==> src/rtl/wb_sequencer_pkg.sv <==
// Shared constants and the writeback entry payload for the writeback sequencer.
//   FIFO_DEPTH : entries in the writeback buffer
//   ADDR_W     : register-address width
//   DATA_W     : register data width
//   wb_entry_t : {rd, data, is_load} as held in the writeback buffer
package wb_sequencer_pkg;

  localparam int unsigned FIFO_DEPTH = 2;
  localparam int unsigned ADDR_W     = 5;
  localparam int unsigned DATA_W     = 32;
  localparam int unsigned NUM_REGS   = 1 << ADDR_W;
  localparam int unsigned CNT_W      = $clog2(FIFO_DEPTH + 1);
  localparam int unsigned PTR_W      = $clog2(FIFO_DEPTH);

  typedef struct packed {
    logic [ADDR_W-1:0] rd;
    logic [DATA_W-1:0] data;
    logic              is_load;
  } wb_entry_t;

endpackage

==> src/rtl/wb_sequencer_if.sv <==
// Writeback sequencer bus bundle.
//   ex_*    : ALU writeback request (valid/ready)
//   mem_*   : load writeback request (valid/ready)
//   issue_* : load issue notification, marks rd pending
//   wb_en   : drain enable
//   rs1/rs2/stall : decode-stage hazard query
//   rf_*    : register-file write port (address, data, enable)
// master = requester/decode side, slave = sequencer.
interface wb_sequencer_if;
  import wb_sequencer_pkg::*;

  logic              ex_valid;
  logic [ADDR_W-1:0] ex_rd;
  logic [DATA_W-1:0] ex_data;
  logic              ex_ready;

  logic              mem_valid;
  logic [ADDR_W-1:0] mem_rd;
  logic [DATA_W-1:0] mem_data;
  logic              mem_ready;

  logic              issue_valid;
  logic [ADDR_W-1:0] issue_rd;

  logic              wb_en;

  logic [ADDR_W-1:0] rs1;
  logic [ADDR_W-1:0] rs2;
  logic              stall;

  logic [ADDR_W-1:0] rf_write;
  logic [DATA_W-1:0] rf_data;
  logic              rf_RW;

  modport master (
    output ex_valid, ex_rd, ex_data, mem_valid, mem_rd, mem_data,
    output issue_valid, issue_rd, wb_en, rs1, rs2,
    input  ex_ready, mem_ready, stall, rf_write, rf_data, rf_RW
  );

  modport slave (
    input  ex_valid, ex_rd, ex_data, mem_valid, mem_rd, mem_data,
    input  issue_valid, issue_rd, wb_en, rs1, rs2,
    output ex_ready, mem_ready, stall, rf_write, rf_data, rf_RW
  );

endinterface

==> src/rtl/wb_fifo.sv <==
// Small shift-style writeback buffer; slot 0 is always the head.
//   clk, rst     : clock, synchronous active-low reset
//   push, din    : write an entry (ignored when full)
//   pop          : drop the head (ignored when empty)
//   head         : current head entry
//   entries      : all slots, qualified by entry_valid (for hazard checks)
//   full, empty, count : occupancy
module wb_fifo
  import wb_sequencer_pkg::*;
(
  input  logic                            clk,
  input  logic                            rst,
  input  logic                            push,
  input  wb_entry_t                       din,
  input  logic                            pop,
  output wb_entry_t                       head,
  output wb_entry_t [FIFO_DEPTH-1:0]      entries,
  output logic      [FIFO_DEPTH-1:0]      entry_valid,
  output logic                            full,
  output logic                            empty,
  output logic      [CNT_W-1:0]           count
);

  wb_entry_t [FIFO_DEPTH-1:0] slots, slots_n;
  logic      [CNT_W-1:0]      count_n;
  logic                       push_ok, pop_ok;
  logic      [PTR_W-1:0]      wr_idx;

  assign full    = (count == CNT_W'(FIFO_DEPTH));
  assign empty   = (count == '0);
  assign head    = slots[0];
  assign entries = slots;

  always_comb begin
    for (int i = 0; i < FIFO_DEPTH; i++) begin
      entry_valid[i] = (count > CNT_W'(i));
    end
  end

  // Pop shifts toward slot 0; the push lands after the surviving entries.
  always_comb begin
    slots_n = slots;
    push_ok = push & ~full;
    pop_ok  = pop & ~empty;
    wr_idx  = pop_ok ? PTR_W'(count - CNT_W'(1)) : PTR_W'(count);
    if (pop_ok) begin
      for (int i = 0; i < FIFO_DEPTH - 1; i++) begin
        slots_n[i] = slots[i+1];
      end
    end
    if (push_ok) begin
      slots_n[wr_idx] = din;
    end
    count_n = count + CNT_W'(push_ok) - CNT_W'(pop_ok);
  end

  always_ff @(posedge clk) begin
    if (!rst) begin
      slots <= '0;
      count <= '0;
    end else begin
      slots <= slots_n;
      count <= count_n;
    end
  end

endmodule

==> src/rtl/wb_sequencer.sv <==
// Writeback sequencer: arbitrates ALU and load writebacks into a small buffer,
// drains it to the register file, and tracks pending loads for hazard stalls.
//   clk, rst : clock, synchronous active-low reset
//   bus      : wb_sequencer_if.slave (requests, drain enable, hazard query, rf port)
module wb_sequencer
  import wb_sequencer_pkg::*;
(
  input  logic           clk,
  input  logic           rst,
  wb_sequencer_if.slave  bus
);

  wb_entry_t                  push_entry;
  wb_entry_t                  head;
  wb_entry_t [FIFO_DEPTH-1:0] entries;
  logic      [FIFO_DEPTH-1:0] entry_valid;
  logic                       full, empty;
  logic      [CNT_W-1:0]      count;
  logic                       mem_fire, ex_fire, push, pop;

  logic [NUM_REGS-1:0] busy, busy_n;
  logic [ADDR_W-1:0]   rf_write_q;
  logic [DATA_W-1:0]   rf_data_q;
  logic                rf_we_q;
  logic                rs1_hit, rs2_hit;

  // Loads have priority; only one request is taken per cycle.
  assign bus.mem_ready = ~full;
  assign bus.ex_ready  = ~full & ~bus.mem_valid;
  assign mem_fire      = bus.mem_valid & bus.mem_ready;
  assign ex_fire       = bus.ex_valid & bus.ex_ready;

  always_comb begin
    push_entry = '0;
    if (mem_fire) begin
      push_entry = '{rd: bus.mem_rd, data: bus.mem_data, is_load: 1'b1};
    end else begin
      push_entry = '{rd: bus.ex_rd, data: bus.ex_data, is_load: 1'b0};
    end
  end

  // Writes to x0 complete the handshake but are never buffered.
  assign push = (mem_fire | ex_fire) & (push_entry.rd != '0);
  assign pop  = bus.wb_en & ~empty;

  wb_fifo u_fifo (
    .clk         (clk),
    .rst         (rst),
    .push        (push),
    .din         (push_entry),
    .pop         (pop),
    .head        (head),
    .entries     (entries),
    .entry_valid (entry_valid),
    .full        (full),
    .empty       (empty),
    .count       (count)
  );

  // Register-file write port: one-cycle enable per pop, address/data hold otherwise.
  always_ff @(posedge clk) begin
    if (!rst) begin
      rf_we_q    <= 1'b0;
      rf_write_q <= '0;
      rf_data_q  <= '0;
    end else begin
      rf_we_q <= pop;
      if (pop) begin
        rf_write_q <= head.rd;
        rf_data_q  <= head.data;
      end
    end
  end

  assign bus.rf_RW    = rf_we_q;
  assign bus.rf_write = rf_write_q;
  assign bus.rf_data  = rf_data_q;

  // Pending-load scoreboard; a new issue to the same rd outranks the retiring load.
  always_comb begin
    busy_n = busy;
    if (pop && head.is_load) begin
      busy_n[head.rd] = 1'b0;
    end
    if (bus.issue_valid && (bus.issue_rd != '0)) begin
      busy_n[bus.issue_rd] = 1'b1;
    end
    busy_n[0] = 1'b0;
  end

  always_ff @(posedge clk) begin
    if (!rst) begin
      busy <= '0;
    end else begin
      busy <= busy_n;
    end
  end

  // Hazard: pending load or an unwritten buffered value; the rf port itself is not a hazard.
  always_comb begin
    rs1_hit = (bus.rs1 != '0) && busy[bus.rs1];
    rs2_hit = (bus.rs2 != '0) && busy[bus.rs2];
    for (int i = 0; i < FIFO_DEPTH; i++) begin
      if (entry_valid[i]) begin
        if ((bus.rs1 != '0) && (entries[i].rd == bus.rs1)) rs1_hit = 1'b1;
        if ((bus.rs2 != '0) && (entries[i].rd == bus.rs2)) rs2_hit = 1'b1;
      end
    end
  end

  assign bus.stall = rs1_hit | rs2_hit;

endmodule

==> src/flat_wrapper.sv <==
// flat-port wrapper written by rule: the top's interface ports become plain ports
module wb_sequencer_flat import wb_sequencer_pkg::*;
  (clk, rst, bus_ex_valid, bus_ex_rd, bus_ex_data, bus_mem_valid, bus_mem_rd, bus_mem_data, bus_issue_valid, bus_issue_rd, bus_wb_en, bus_rs1, bus_rs2, bus_ex_ready, bus_mem_ready, bus_stall, bus_rf_write, bus_rf_data, bus_rf_RW);
  wb_sequencer_if bus_i ();
  input  logic clk;
  input  logic rst;
  input wire logic [$bits(bus_i.ex_valid)-1:0] bus_ex_valid;
  input wire logic [$bits(bus_i.ex_rd)-1:0] bus_ex_rd;
  input wire logic [$bits(bus_i.ex_data)-1:0] bus_ex_data;
  input wire logic [$bits(bus_i.mem_valid)-1:0] bus_mem_valid;
  input wire logic [$bits(bus_i.mem_rd)-1:0] bus_mem_rd;
  input wire logic [$bits(bus_i.mem_data)-1:0] bus_mem_data;
  input wire logic [$bits(bus_i.issue_valid)-1:0] bus_issue_valid;
  input wire logic [$bits(bus_i.issue_rd)-1:0] bus_issue_rd;
  input wire logic [$bits(bus_i.wb_en)-1:0] bus_wb_en;
  input wire logic [$bits(bus_i.rs1)-1:0] bus_rs1;
  input wire logic [$bits(bus_i.rs2)-1:0] bus_rs2;
  output wire logic [$bits(bus_i.ex_ready)-1:0] bus_ex_ready;
  output wire logic [$bits(bus_i.mem_ready)-1:0] bus_mem_ready;
  output wire logic [$bits(bus_i.stall)-1:0] bus_stall;
  output wire logic [$bits(bus_i.rf_write)-1:0] bus_rf_write;
  output wire logic [$bits(bus_i.rf_data)-1:0] bus_rf_data;
  output wire logic [$bits(bus_i.rf_RW)-1:0] bus_rf_RW;
  assign bus_i.ex_valid = bus_ex_valid;
  assign bus_i.ex_rd = bus_ex_rd;
  assign bus_i.ex_data = bus_ex_data;
  assign bus_i.mem_valid = bus_mem_valid;
  assign bus_i.mem_rd = bus_mem_rd;
  assign bus_i.mem_data = bus_mem_data;
  assign bus_i.issue_valid = bus_issue_valid;
  assign bus_i.issue_rd = bus_issue_rd;
  assign bus_i.wb_en = bus_wb_en;
  assign bus_i.rs1 = bus_rs1;
  assign bus_i.rs2 = bus_rs2;
  assign bus_ex_ready = bus_i.ex_ready;
  assign bus_mem_ready = bus_i.mem_ready;
  assign bus_stall = bus_i.stall;
  assign bus_rf_write = bus_i.rf_write;
  assign bus_rf_data = bus_i.rf_data;
  assign bus_rf_RW = bus_i.rf_RW;
  wb_sequencer u_core (.clk(clk), .rst(rst), .bus(bus_i));
endmodule
==> config.mk <==
export PLATFORM = sky130hd
export DESIGN_NAME = wb_sequencer_flat
export DESIGN_NICKNAME = d
export VERILOG_FILES = /design/src/rtl/wb_sequencer_pkg.sv /design/src/rtl/wb_sequencer_if.sv /design/src/rtl/wb_fifo.sv /design/src/rtl/wb_sequencer.sv /design/src/flat_wrapper.sv
export SDC_FILE = /design/constraint.sdc
export NUM_CORES = 1
export LEC_CHECK = 0
export BUFFER_PORTS_ARGS = -buffer_cell sky130_fd_sc_hd__buf_2
export CAP_MARGIN = 20
export CORE_MARGIN = 8
export CORE_UTILIZATION = 53
export DETAILED_ROUTE_END_ITERATION = 12
export HOLD_SLACK_MARGIN = 0.03
export PLACE_DENSITY = 0.77
export SLEW_MARGIN = 20
export SYNTH_ARGS = -nofsm -noshare
export SYNTH_HDL_FRONTEND = slang
export SYNTH_SLANG_ARGS = --single-unit
==> constraint.sdc <==
create_clock -name clk -period 6 [get_ports clk]
set_input_delay 0.3 -clock clk [delete_from_list [all_inputs] [get_ports clk]]
set_output_delay 0.3 -clock clk [all_outputs]
set_load 0.02 [all_outputs]
==> impl_metrics.py <==
metrics = {
    "critical_path": {
        "max_stage_delay_ns": 0.48,
        "path_max_fanout": 39,
        "critPathRequiredTime_ns": 6.32,
        "arrival_ns": 3.78,
        "rrSetupSlack_ns": 2.54,
        "cp-end-kind": "flip-flop",
        "cp_slowest_cell": "dfxtp_1",
        "cpMostUsedCell": "ha_1",
        "worstSetupStartpointType": "flip-flop",
        "criticalPathCategory": "flip-flop to flip-flop",
        "crit_path_cell_trace": "nor2b_4, inv_4, nand2_4, mux2_2, o41ai_4, buf_4, ha_1, inv_1, ha_1, xor2_1, xnor2_1, nor2_1",
    },
    "sta": {
        "period_minus_slack_ns": 3.46,
        "hold_viol": 0,
        "rsz0062_at_grt": "false",
        "worst_slack_ns": 2.54,
        "setup_viol": 0,
        "clock_skew_ns": 0.00585,
        "tightestPinTransition_ns": 1.07,
        "slew_viol_final": 0,
        "hold_ws_ns": 0.223,
        "fin_crit_sh": 0.577,
        "fin_tns_setup_ns": 0,
        "fmax_ghz": 0.289,
        "max-slew-margin-rel": 0.288,
    },
    "clock_network": {
        "cts_resized": 0,
        "clock_latency_ns": 0.43,
        "cts_buffers": 17,
        "cts_htree_levels": 4,
        "cts_hold_buf": 0,
        "tritoncts": "done",
        "cts_root_buf": "clkbuf_16",
        "clock-sinks": 147,
        "clkTransAtPathRegs_ns": 0.06,
        "clock_path_buffers": 2,
        "post-cts-setup-buffers": 0,
    },
    "status": {
        "status": "finished clean",
    },
    "finish": {
        "finalNonFillerCells": 1084,
        "post-route-util": 0.635,
        "area_growth_pct": 17.9,
        "seqCellArea_mm2": 0.00294,
        "fillers": 1140,
        "finalInstanceArea_mm2": 0.00838,
        "drive_above_1_share": 0.251,
        "multi_input_area_mm2": 0.00387,
        "nets": 991,
    },
    "floorplan": {
        "die_h_um": 132,
        "num_rows": 42,
        "top_level_ports": 136,
        "coreArea_mm2": 0.0132,
        "initial_core_util": 0.539,
        "fp.dieW_um": 132,
        "die_area_mm2": 0.0174,
    },
    "yosys": {
        "yosysSeqAreaShare": 0.414,
        "yosys-top-cells-count": "dfxtp_1, nand2_1, a21oi_1",
        "synth_edf_count": 0,
        "syn-num-nets": 893,
        "yosysUniqueCellTypes": 49,
        "syn_avg_cell_area_um2": 8.93,
        "syn_inst": 796,
        "syn_area_mm2": 0.00711,
        "yosys.area.top_type_share": 0.414,
        "yosys_warnings": 0,
        "netlist_top_cells_area": "dfxtp_1, mux2i_1, a21oi_1, nand2_1, mux2_2",
        "synth_ff_type": "dfxtp_1",
        "yosysTopAreaCell": "dfxtp_1",
        "synthArstFlopShare": 0,
        "synth_seq_cells": 147,
        "yosysMostFrequentCell": "dfxtp_1",
    },
    "flow_run": {
        "drv_cap": 0,
    },
    "place": {
        "hpwl_um": 12400,
        "postPlaceCellArea_mm2": 0.00778,
        "dpl.cell_count": 1050,
        "gp_congestion": 0.865,
        "dp_slack_ns": 2.50,
        "io_buffers": 135,
    },
    "power": {
        "switchingPower_mw": 1.12,
        "combPwrFrac": 0.295,
        "powerDensity_mw_per_mm2": 386,
        "ir_drop_v": 0.000213,
        "clkPwrFrac": 0.321,
        "pwr-share-seq": 0.384,
        "swShare": 0.347,
        "p_leak_nw": 3.40,
        "power_mw": 3.24,
        "intPower_mw": 2.11,
    },
    "drt": {
        "wirelength_um": 18800,
        "vias_per_cell": 5.72,
        "drcViolationCount": 0,
        "vias": 6201,
        "dr.pass1.iters": 5,
        "drt-initial-drc-count": 530,
        "wl_per_cell_um": 17.3,
        "ant_nets": 0,
    },
    "global_routing": {
        "grt_pass1_wl_um": 30300,
        "overflow": 0,
        "grt_antenna_before_repair": 3,
        "grt_pass1_vias": 6007,
        "grt_usage": 0.212,
        "grt_max_degree": 78,
    },
    "hold_path": {
        "min_path_type": "primary input to flip-flop",
    },
}
## sequential cells by signal, indices dropped and copies added, names as in the netlist
register               count
u_core.u_fifo.entries     76
u_core.bus.rf_data        32
u_core.busy               31
u_core.bus.rf_write        5
u_core.u_fifo.count        2
u_core.bus.rf_RW           1
## cell type report
| class | count | share of cell area |
|---|---|---|
| Tap cell | 176 | 0.0263 |
| Clock buffer | 19 | 0.0529 |
| Inverter | 7 | 0.00358 |
| Antenna cell | 2 | 0.000597 |
| Clock inverter | 12 | 0.0158 |
| Multi-Input combinational cell | 579 | 0.461 |
| Timing Repair Buffer | 142 | 0.0884 |
| Sequential cell | 147 | 0.351 |
## routing by layer
layer	routed length [µm]	track usage	vias to the layer above
met4	395	0.0830	0
met5	0	0	-
li1	-	-	3021
met1	8290	0.268	2912
met3	1400	0.0610	29
met2	8710	0.334	239
## power by group through the flow
stage / Clock, mW / Sequential, mW / Combinational [mW]
2_1_floorplan: 0 / 1.25 / 0.716
3_3_place_gp: 0 / 1.26 / 0.936
3_5_place_dp: 0 / 1.26 / 0.948
6_report: 1.04 / 1.24 / 0.955
4_1_cts: 1.05 / 1.24 / 0.956
5_1_grt: 1.09 / 1.26 / 1.04
## path summary, 6_finish.rpt
check,start,to,depth (start not counted)
setup / recovery,u_core.u_fifo.count[1],u_core.u_fifo.count[1],12
hold / removal,bus_mem_rd[3],u_core.u_fifo.entries[74],3
setup reg to reg,u_core.u_fifo.count[1],u_core.u_fifo.count[1],12
hold reg to reg,u_core.bus.rf_data[28],u_core.bus.rf_data[28],2
## placed cells by master (no fill, tap or decap), types with 17 or more instances in the layout
cell type  Yosys  final
a21oi_1      109    109
nand2_1      130    130
clkbuf_16      0     17
mux2i_1       76     76
o31ai_1       39     39
dfxtp_1      147    147
o21ai_0       37     37
xnor2_1       19     19
nor2_1        51     51
buf_2          8    135
mux2_2        32     32
## kinds of logic (layout without fill, tap and decap cells)
kind of cell | Yosys count | in the layout | share of synthesized area
and+or+nand+nor | 228 | 228 | 0.139
AOI/OAI and AO/OA | 204 | 204 | 0.169
DFF | 147 | 147 | 0.414
muxes | 123 | 123 | 0.203
buffers and inverters | 70 | 180 | 0.0445
xor gates and xnor gates | 22 | 22 | 0.0271
adders and majority gates | 2 | 2 | 0.00352
other | 0 | 2 | 0
## critical path: cells and delay by family (launching register included)
family,cells,cell delay [ns]
AOI/OAI and AO/OA,1,0.30
xor gates and xnor gates,2,0.31
adders and majority gates,2,0.46
buffers and inverters,3,0.56
DFF,1,0.48
muxes,1,0.47
and+or+nand+nor,3,0.75
(Power assumes the default switching activity.)
